### config.mk
export PLATFORM = sky130hd
export DESIGN_NAME = fu_scoreboard
export DESIGN_NICKNAME = d
export VERILOG_FILES = /design/src/rtl/sb_pkg.sv /design/src/rtl/rr_arbiter.sv /design/src/rtl/fu_scoreboard.sv
export SDC_FILE = /design/constraint.sdc
export NUM_CORES = 1
export LEC_CHECK = 0
export CORE_ASPECT_RATIO = 0.8
export CORE_MARGIN = 4
export CORE_UTILIZATION = 35
export DETAILED_ROUTE_END_ITERATION = 7
export PLACE_DENSITY = 0.59
export SYNTH_ARGS = -nofsm -noshare
export SYNTH_HDL_FRONTEND = slang
export SYNTH_SLANG_ARGS = --single-unit
### constraint.sdc
create_clock -name clk -period 4.8 [get_ports clk]
set_input_delay 0.72 -clock clk [delete_from_list [all_inputs] [get_ports clk]]
set_output_delay 0.72 -clock clk [all_outputs]
set_load 0.005 [all_outputs]
### src/rtl/sb_pkg.sv
// Shared types for the issue/writeback scoreboard.
// FU state encoding and the functional-unit index map.
package sb_pkg;

  typedef enum logic [1:0] {
    IDLE = 2'd0,
    EXEC = 2'd1,
    DONE = 2'd2
  } fu_state_t;

  localparam int FU_ALU  = 0;
  localparam int FU_MEM  = 1;
  localparam int FU_MUL  = 2;
  localparam int FU_DIV  = 3;
  localparam int FU_JUMP = 4;

endpackage

### src/rtl/rr_arbiter.sv
// Round-robin arbiter: search starts at ptr, one-hot grant,
// pointer advances to the slot after the winner.
module rr_arbiter #(
  parameter int N  = 5,
  parameter int PW = (N > 1) ? $clog2(N) : 1
) (
  input  logic [N-1:0]  req,
  input  logic [PW-1:0] ptr,
  output logic [N-1:0]  gnt,
  output logic          gnt_valid,
  output logic [PW-1:0] next_ptr
);

  int idx;

  always_comb begin
    gnt       = '0;
    gnt_valid = 1'b0;
    next_ptr  = ptr;
    idx       = 0;
    for (int k = 0; k < N; k++) begin
      idx = int'(ptr) + k;
      if (idx >= N) idx = idx - N;
      if (!gnt_valid && req[idx]) begin
        gnt[idx]  = 1'b1;
        gnt_valid = 1'b1;
        next_ptr  = (idx == N - 1) ? '0 : PW'(idx + 1);
      end
    end
  end

endmodule

### src/rtl/fu_scoreboard.sv
// Multi-FU issue/writeback scoreboard: hazard checks at issue,
// per-FU result buffering and one round-robin writeback per cycle.
module fu_scoreboard #(
  parameter int NUM_FU = 5,
  parameter int XLEN   = 32,
  parameter int REG_AW = 5,
  parameter int FW     = (NUM_FU > 1) ? $clog2(NUM_FU) : 1
) (
  input  logic                   clk,
  input  logic                   rst,
  input  logic                   issue_valid,
  input  logic [FW-1:0]          issue_fu,
  input  logic [REG_AW-1:0]      issue_rs1,
  input  logic                   issue_rs1_used,
  input  logic [REG_AW-1:0]      issue_rs2,
  input  logic                   issue_rs2_used,
  input  logic [REG_AW-1:0]      issue_rd,
  input  logic                   issue_rd_we,
  output logic                   issue_ready,
  output logic [NUM_FU-1:0]      fu_en,
  input  logic [NUM_FU-1:0]      fu_done,
  input  logic [NUM_FU*XLEN-1:0] fu_data,
  output logic                   wb_valid,
  output logic [REG_AW-1:0]      wb_rd,
  output logic [XLEN-1:0]        wb_data,
  output logic [NUM_FU-1:0]      fu_busy,
  output logic                   err
);

  import sb_pkg::*;

  localparam int NREG = 2 ** REG_AW;

  fu_state_t         st_q  [NUM_FU];
  fu_state_t         st_d  [NUM_FU];
  logic [REG_AW-1:0] rd_q  [NUM_FU];
  logic [REG_AW-1:0] rd_d  [NUM_FU];
  logic              we_q  [NUM_FU];
  logic              we_d  [NUM_FU];
  logic [XLEN-1:0]   res_q [NUM_FU];
  logic [XLEN-1:0]   res_d [NUM_FU];

  logic [NREG-1:0]   pend_q, pend_d;
  logic [FW-1:0]     ptr_q, ptr_d;
  logic              wb_valid_q, wb_valid_d;
  logic [REG_AW-1:0] wb_rd_q, wb_rd_d;
  logic [XLEN-1:0]   wb_data_q, wb_data_d;
  logic              err_q, err_d;

  logic [NUM_FU-1:0] req, gnt;
  logic              gnt_valid;
  logic [FW-1:0]     next_ptr;
  logic              sel_busy;

  always_comb begin
    for (int i = 0; i < NUM_FU; i++) begin
      fu_busy[i] = (st_q[i] != IDLE);
      req[i]     = (st_q[i] == DONE);
    end
  end

  rr_arbiter #(
    .N  (NUM_FU),
    .PW (FW)
  ) u_arb (
    .req       (req),
    .ptr       (ptr_q),
    .gnt       (gnt),
    .gnt_valid (gnt_valid),
    .next_ptr  (next_ptr)
  );

  // Out-of-range FU index reads as busy so it can never issue.
  always_comb begin
    sel_busy = 1'b1;
    for (int i = 0; i < NUM_FU; i++)
      if (issue_fu == FW'(i)) sel_busy = fu_busy[i];
    issue_ready = !sel_busy
      && !(issue_rs1_used && pend_q[issue_rs1])
      && !(issue_rs2_used && pend_q[issue_rs2])
      && !(issue_rd_we && pend_q[issue_rd]);
    for (int i = 0; i < NUM_FU; i++)
      fu_en[i] = issue_valid && issue_ready
        && (issue_fu == FW'(i));
  end

  always_comb begin
    pend_d     = pend_q;
    ptr_d      = ptr_q;
    err_d      = err_q;
    wb_valid_d = 1'b0;
    wb_rd_d    = wb_rd_q;
    wb_data_d  = wb_data_q;
    for (int i = 0; i < NUM_FU; i++) begin
      st_d[i]  = st_q[i];
      rd_d[i]  = rd_q[i];
      we_d[i]  = we_q[i];
      res_d[i] = res_q[i];
      case (st_q[i])
        IDLE: if (fu_en[i]) begin
          st_d[i] = EXEC;
          rd_d[i] = issue_rd;
          we_d[i] = issue_rd_we;
        end
        EXEC: if (fu_done[i]) begin
          st_d[i]  = DONE;
          res_d[i] = fu_data[i*XLEN +: XLEN];
        end
        DONE: if (gnt[i]) begin
          st_d[i]    = IDLE;
          wb_valid_d = we_q[i] && (rd_q[i] != '0);
          wb_rd_d    = rd_q[i];
          wb_data_d  = res_q[i];
          if (we_q[i] && (rd_q[i] != '0))
            pend_d[rd_q[i]] = 1'b0;
        end
        default: st_d[i] = IDLE;
      endcase
      if (fu_done[i] && (st_q[i] != EXEC)) err_d = 1'b1;
    end
    if (gnt_valid) ptr_d = next_ptr;
    if (issue_valid && issue_ready && issue_rd_we
        && (issue_rd != '0))
      pend_d[issue_rd] = 1'b1;
  end

  always_ff @(posedge clk or negedge rst) begin
    if (!rst) begin
      for (int i = 0; i < NUM_FU; i++) begin
        st_q[i]  <= IDLE;
        rd_q[i]  <= '0;
        we_q[i]  <= 1'b0;
        res_q[i] <= '0;
      end
      pend_q     <= '0;
      ptr_q      <= '0;
      wb_valid_q <= 1'b0;
      wb_rd_q    <= '0;
      wb_data_q  <= '0;
      err_q      <= 1'b0;
    end else begin
      for (int i = 0; i < NUM_FU; i++) begin
        st_q[i]  <= st_d[i];
        rd_q[i]  <= rd_d[i];
        we_q[i]  <= we_d[i];
        res_q[i] <= res_d[i];
      end
      pend_q     <= pend_d;
      ptr_q      <= ptr_d;
      wb_valid_q <= wb_valid_d;
      wb_rd_q    <= wb_rd_d;
      wb_data_q  <= wb_data_d;
      err_q      <= err_d;
    end
  end

  assign wb_valid = wb_valid_q;
  assign wb_rd    = wb_rd_q;
  assign wb_data  = wb_data_q;
  assign err      = err_q;

endmodule

==> flow_summary_export.csv <==
group,metric,value,unit
route,ant_nets,0,
route,drc,0,
worst_setup_path,critPathMaxFanout,8,
synth,yosysSeqAreaShare,43.0,%
sta,fmax,215,MHz
global_routing,grt_pass1_vias,14000,
final_layout,drive_gt1_share,23.6,%
floorplan,io_pins,239,
cts,clk_pin_slew_worst_paths,60,ps
pwr,p_per_area,783,nW/µm²
floorplan,core,44700,µm²
cts,insertion_delay,600,ps
worst_setup_path,critPathBufInv,4,
final_layout,n_antenna_cell,0,
cts,ctsHtreeMaxLevel,1,
sta,slew_viol_final,0,
sta,grt_setup_unrepaired,"false",
final_layout,num-fill-cells,4279,
sta,setup_viol,0,
route,viasPerCell,5.79,
worst_setup_path,crit_chain,"clkdlybuf4s50_1, buf_6, mux4_2, mux4_2, mux2_2, nand2_1, o211ai_1, a211oi_2, and2_4, buf_4, and3_2, clkdlybuf4s50_1",
pwr,ir_worst_vdd,0.000476,V
worst_setup_path,cpMaxStageDelayCell,"clkdlybuf4s50_1",
synth,synthArstFlopShare,100,%
global_routing,met3_usage,4.85,%
floorplan,initial_core_util,35.7,%
route,wire_per_inst,25.2,µm
global_routing,antenna_found_initial,7,
flow_run,drv_cap,0,
place,dp_hpwl,45100,µm
sta,slew_headroom,30.9,%
worst_setup_path,critPathKind,"in -> out",
synth,synth.avg_cell_area,10.5,µm²
pwr,power.leakage,8.97,nW
synth,ys_warn_count,0,
global_routing,grt_max_degree,119,
sta,period_minus_slack,4650,ps
pwr,power,16.2,mW
synth,syn-cell-area,16000,µm²
cts,cts_made_buffers,30,
floorplan,rows,69,
sta,setup_ws,151,ps
sta,fin_tns_setup,0,ps
synth,synthCells,1515,
route,dr.pass1.iters,7,
place,port_buffers,238,
worst_setup_path,crit_path_end_kind,"output port",
status,status,"finished, final reports clean",
route,drt_iter0_drc,1332,
synth,synth_seq_cells,274,
place,place_congestion,1.00,
synth,syn_nets,1734,
worst_setup_path,reg2reg_slack,370,ps
floorplan,die_w,247,µm
global_routing,grt.met1_usage,36.3,%
sta,tightest_slew,1040,ps
synth,synth_ff_type,"dfrtp_1",
sta,clock_skew,30.6,ps
worst_setup_path,crit_arrival,3930,ps
cts,cts_root_buf,"clkbuf_16",
worst_setup_path,start_kind,"input port",
cts,cts_buffer_depth,3,
final_layout,fin_nets,2008,
cts,clock-sinks,274,
global_routing,grt_pass1_wl,90400,µm
worst_setup_path,crit_family,"buffers and inverters",
global_routing,grtUsageTotal,24.2,%
final_layout,stdcell_count,2415,
synth,synth_cell_types,90,
global_routing,grt_use_met2,36.0,%
place,placed_cells,2359,
route,vias,14000,
min_path,hold_path.class,"in -> async",
worst_setup_path,crit_required,4080,ps
place,place_ws,-388,ps
sta,hold_violations,0,
final_layout,syn2layout_area_growth,29.7,%
synth,synth_edf_count,0,
sta,period_share,96.9,%
route,drt-total-wl,60900,µm
cts,cts_tree,"done",
floorplan,dieArea,49100,µm²
global_routing,overflow,0,
global_routing,grt.busiest_layer,"met1",
worst_setup_path,cpPeakStageDelay,530,ps
floorplan,die_h,199,µm
power breakdown:
part	switching (mW)	internal [mW]
logic	5.69	4.14
clock network	1.04	1.53
registers	0.657	3.14
total	7.38	8.82
layout by cell type, fill, tap and decap left out, drive strengths merged, types with 12 or more instances in the layout:
cell / instances
a211oi: 17
a21oi: 33
a31oi: 40
buf: 110
clkbuf: 40
clkdlybuf4s50: 233
dfrtp: 274
ha: 29
inv: 41
mux2: 192
mux2i: 47
mux4: 28
nand2: 151
nand2b: 25
nand3: 30
nand3b: 19
nor2: 70
nor2b: 22
nor3: 20
nor4: 13
o211ai: 49
o21ai: 74
o221ai: 13
o22ai: 53
or3: 12
cells in the mapped netlist (12+ instances only):
cell	number	area, µm²
dfrtp_1	274	6860
nor4_1	12	75.1
o221ai_1	12	105
inv_1	33	124
nor2b_1	22	138
nor2_1	70	263
a211oi_1	17	128
nand3b_1	19	143
ha_1	29	363
nand3_1	29	145
or3_1	12	75.1
a31oi_1	40	250
o211ai_1	49	368
mux2i_1	46	460
o21ai_0	65	325
o22ai_1	52	325
mux2_2	189	2130
a21oi_1	31	155
clkbuf_1	67	251
mux4_2	28	631
buf_2	24	120
nand2b_1	24	150
nand2_1	150	563
nor3_1	20	100
metrics by stage:
stage	util, %	area, µm²	hold WS (ps)
after CTS	46.2	20700	126
final	46.3	20700	111
after floorplan	-	16000	424
after global routing	46.3	20700	167
after detailed placement	43.7	19600	428
after global placement	43.7	19600	433
cells by family after synthesis:
kind of cell | count (synthesis) | share of synthesized area [%]
AO/OA/AOI/OAI | 365 | 16.1
XOR/XNOR | 5 | 0.369
adder cells (fa/ha/maj) | 30 | 2.40
buffers and inverters | 144 | 3.80
flip-flops | 274 | 43.0
multiplexers | 267 | 20.5
AND/OR/NAND/NOR | 430 | 13.9
per-layer routing:
layer	share of wire, %	wire length [µm]	up-vias
met2	43	26500	593
met4	2.2	1370	8
met1	46	28200	7028
li1	-	-	6264
met5	0.080	49	-
met3	8.0	4870	88
repair_timing:
action	4_1_cts	5_1_grt
resized for setup	7	5
buffers inserted	0	1
pin swaps	2	2
endpoints found under the setup margin	5	4
hold buffers	0	0
gates cloned	0	0
worst reg2reg max path: stages, from the launching register on:
cell and delay (ps):
dfrtp_1 400, inv_2 110, ha_1 300, ha_1 330
buf_4 180, a21oi_1 160, inv_1 80, o21ai_2 230
inv_2 120, a31o_2 260, o22a_1 280, and3_1 240
a311oi_4 270, buf_12 190, buf_4 230, nor3_1 60
a221o_1 390, a211o_1 290, o21ai_1 180
registers in the layout (all words and copies together), names as in the netlist:
name / flops
err: 1
pend_q: 32
ptr_q: 3
rd_q: 25
res_q: 160
st_q: 10
wb_data: 32
wb_rd: 5
wb_valid: 1
we_q: 5
path summary, 6_finish.rpt:
kind,to,from,cells past startpoint
worst max-delay path,fu_en[4],issue_rs1[1],12
max in group asynchronous,wb_data[5],rst,2
worst max register to register,pend_q[2],ptr_q[0],18
worst min-delay path,res_q[86],rst,1
worst min register to register,pend_q[0],pend_q[0],0
min in group clk,pend_q[0],pend_q[0],0
final cells by class:
class / instances / area [µm²] / share of cell area, %
tap: 603 / 754 / 3.65
clock buffer: 40 / 858 / 4.15
timing repair buffer: 347 / 3310 / 16.0
clock inverter: 15 / 244 / 1.18
inverter: 39 / 149 / 0.720
sequential: 274 / 6860 / 33.1
multi-input combinational: 1097 / 8520 / 41.2
No activity file was read; power rests on OpenSTA's default activity.
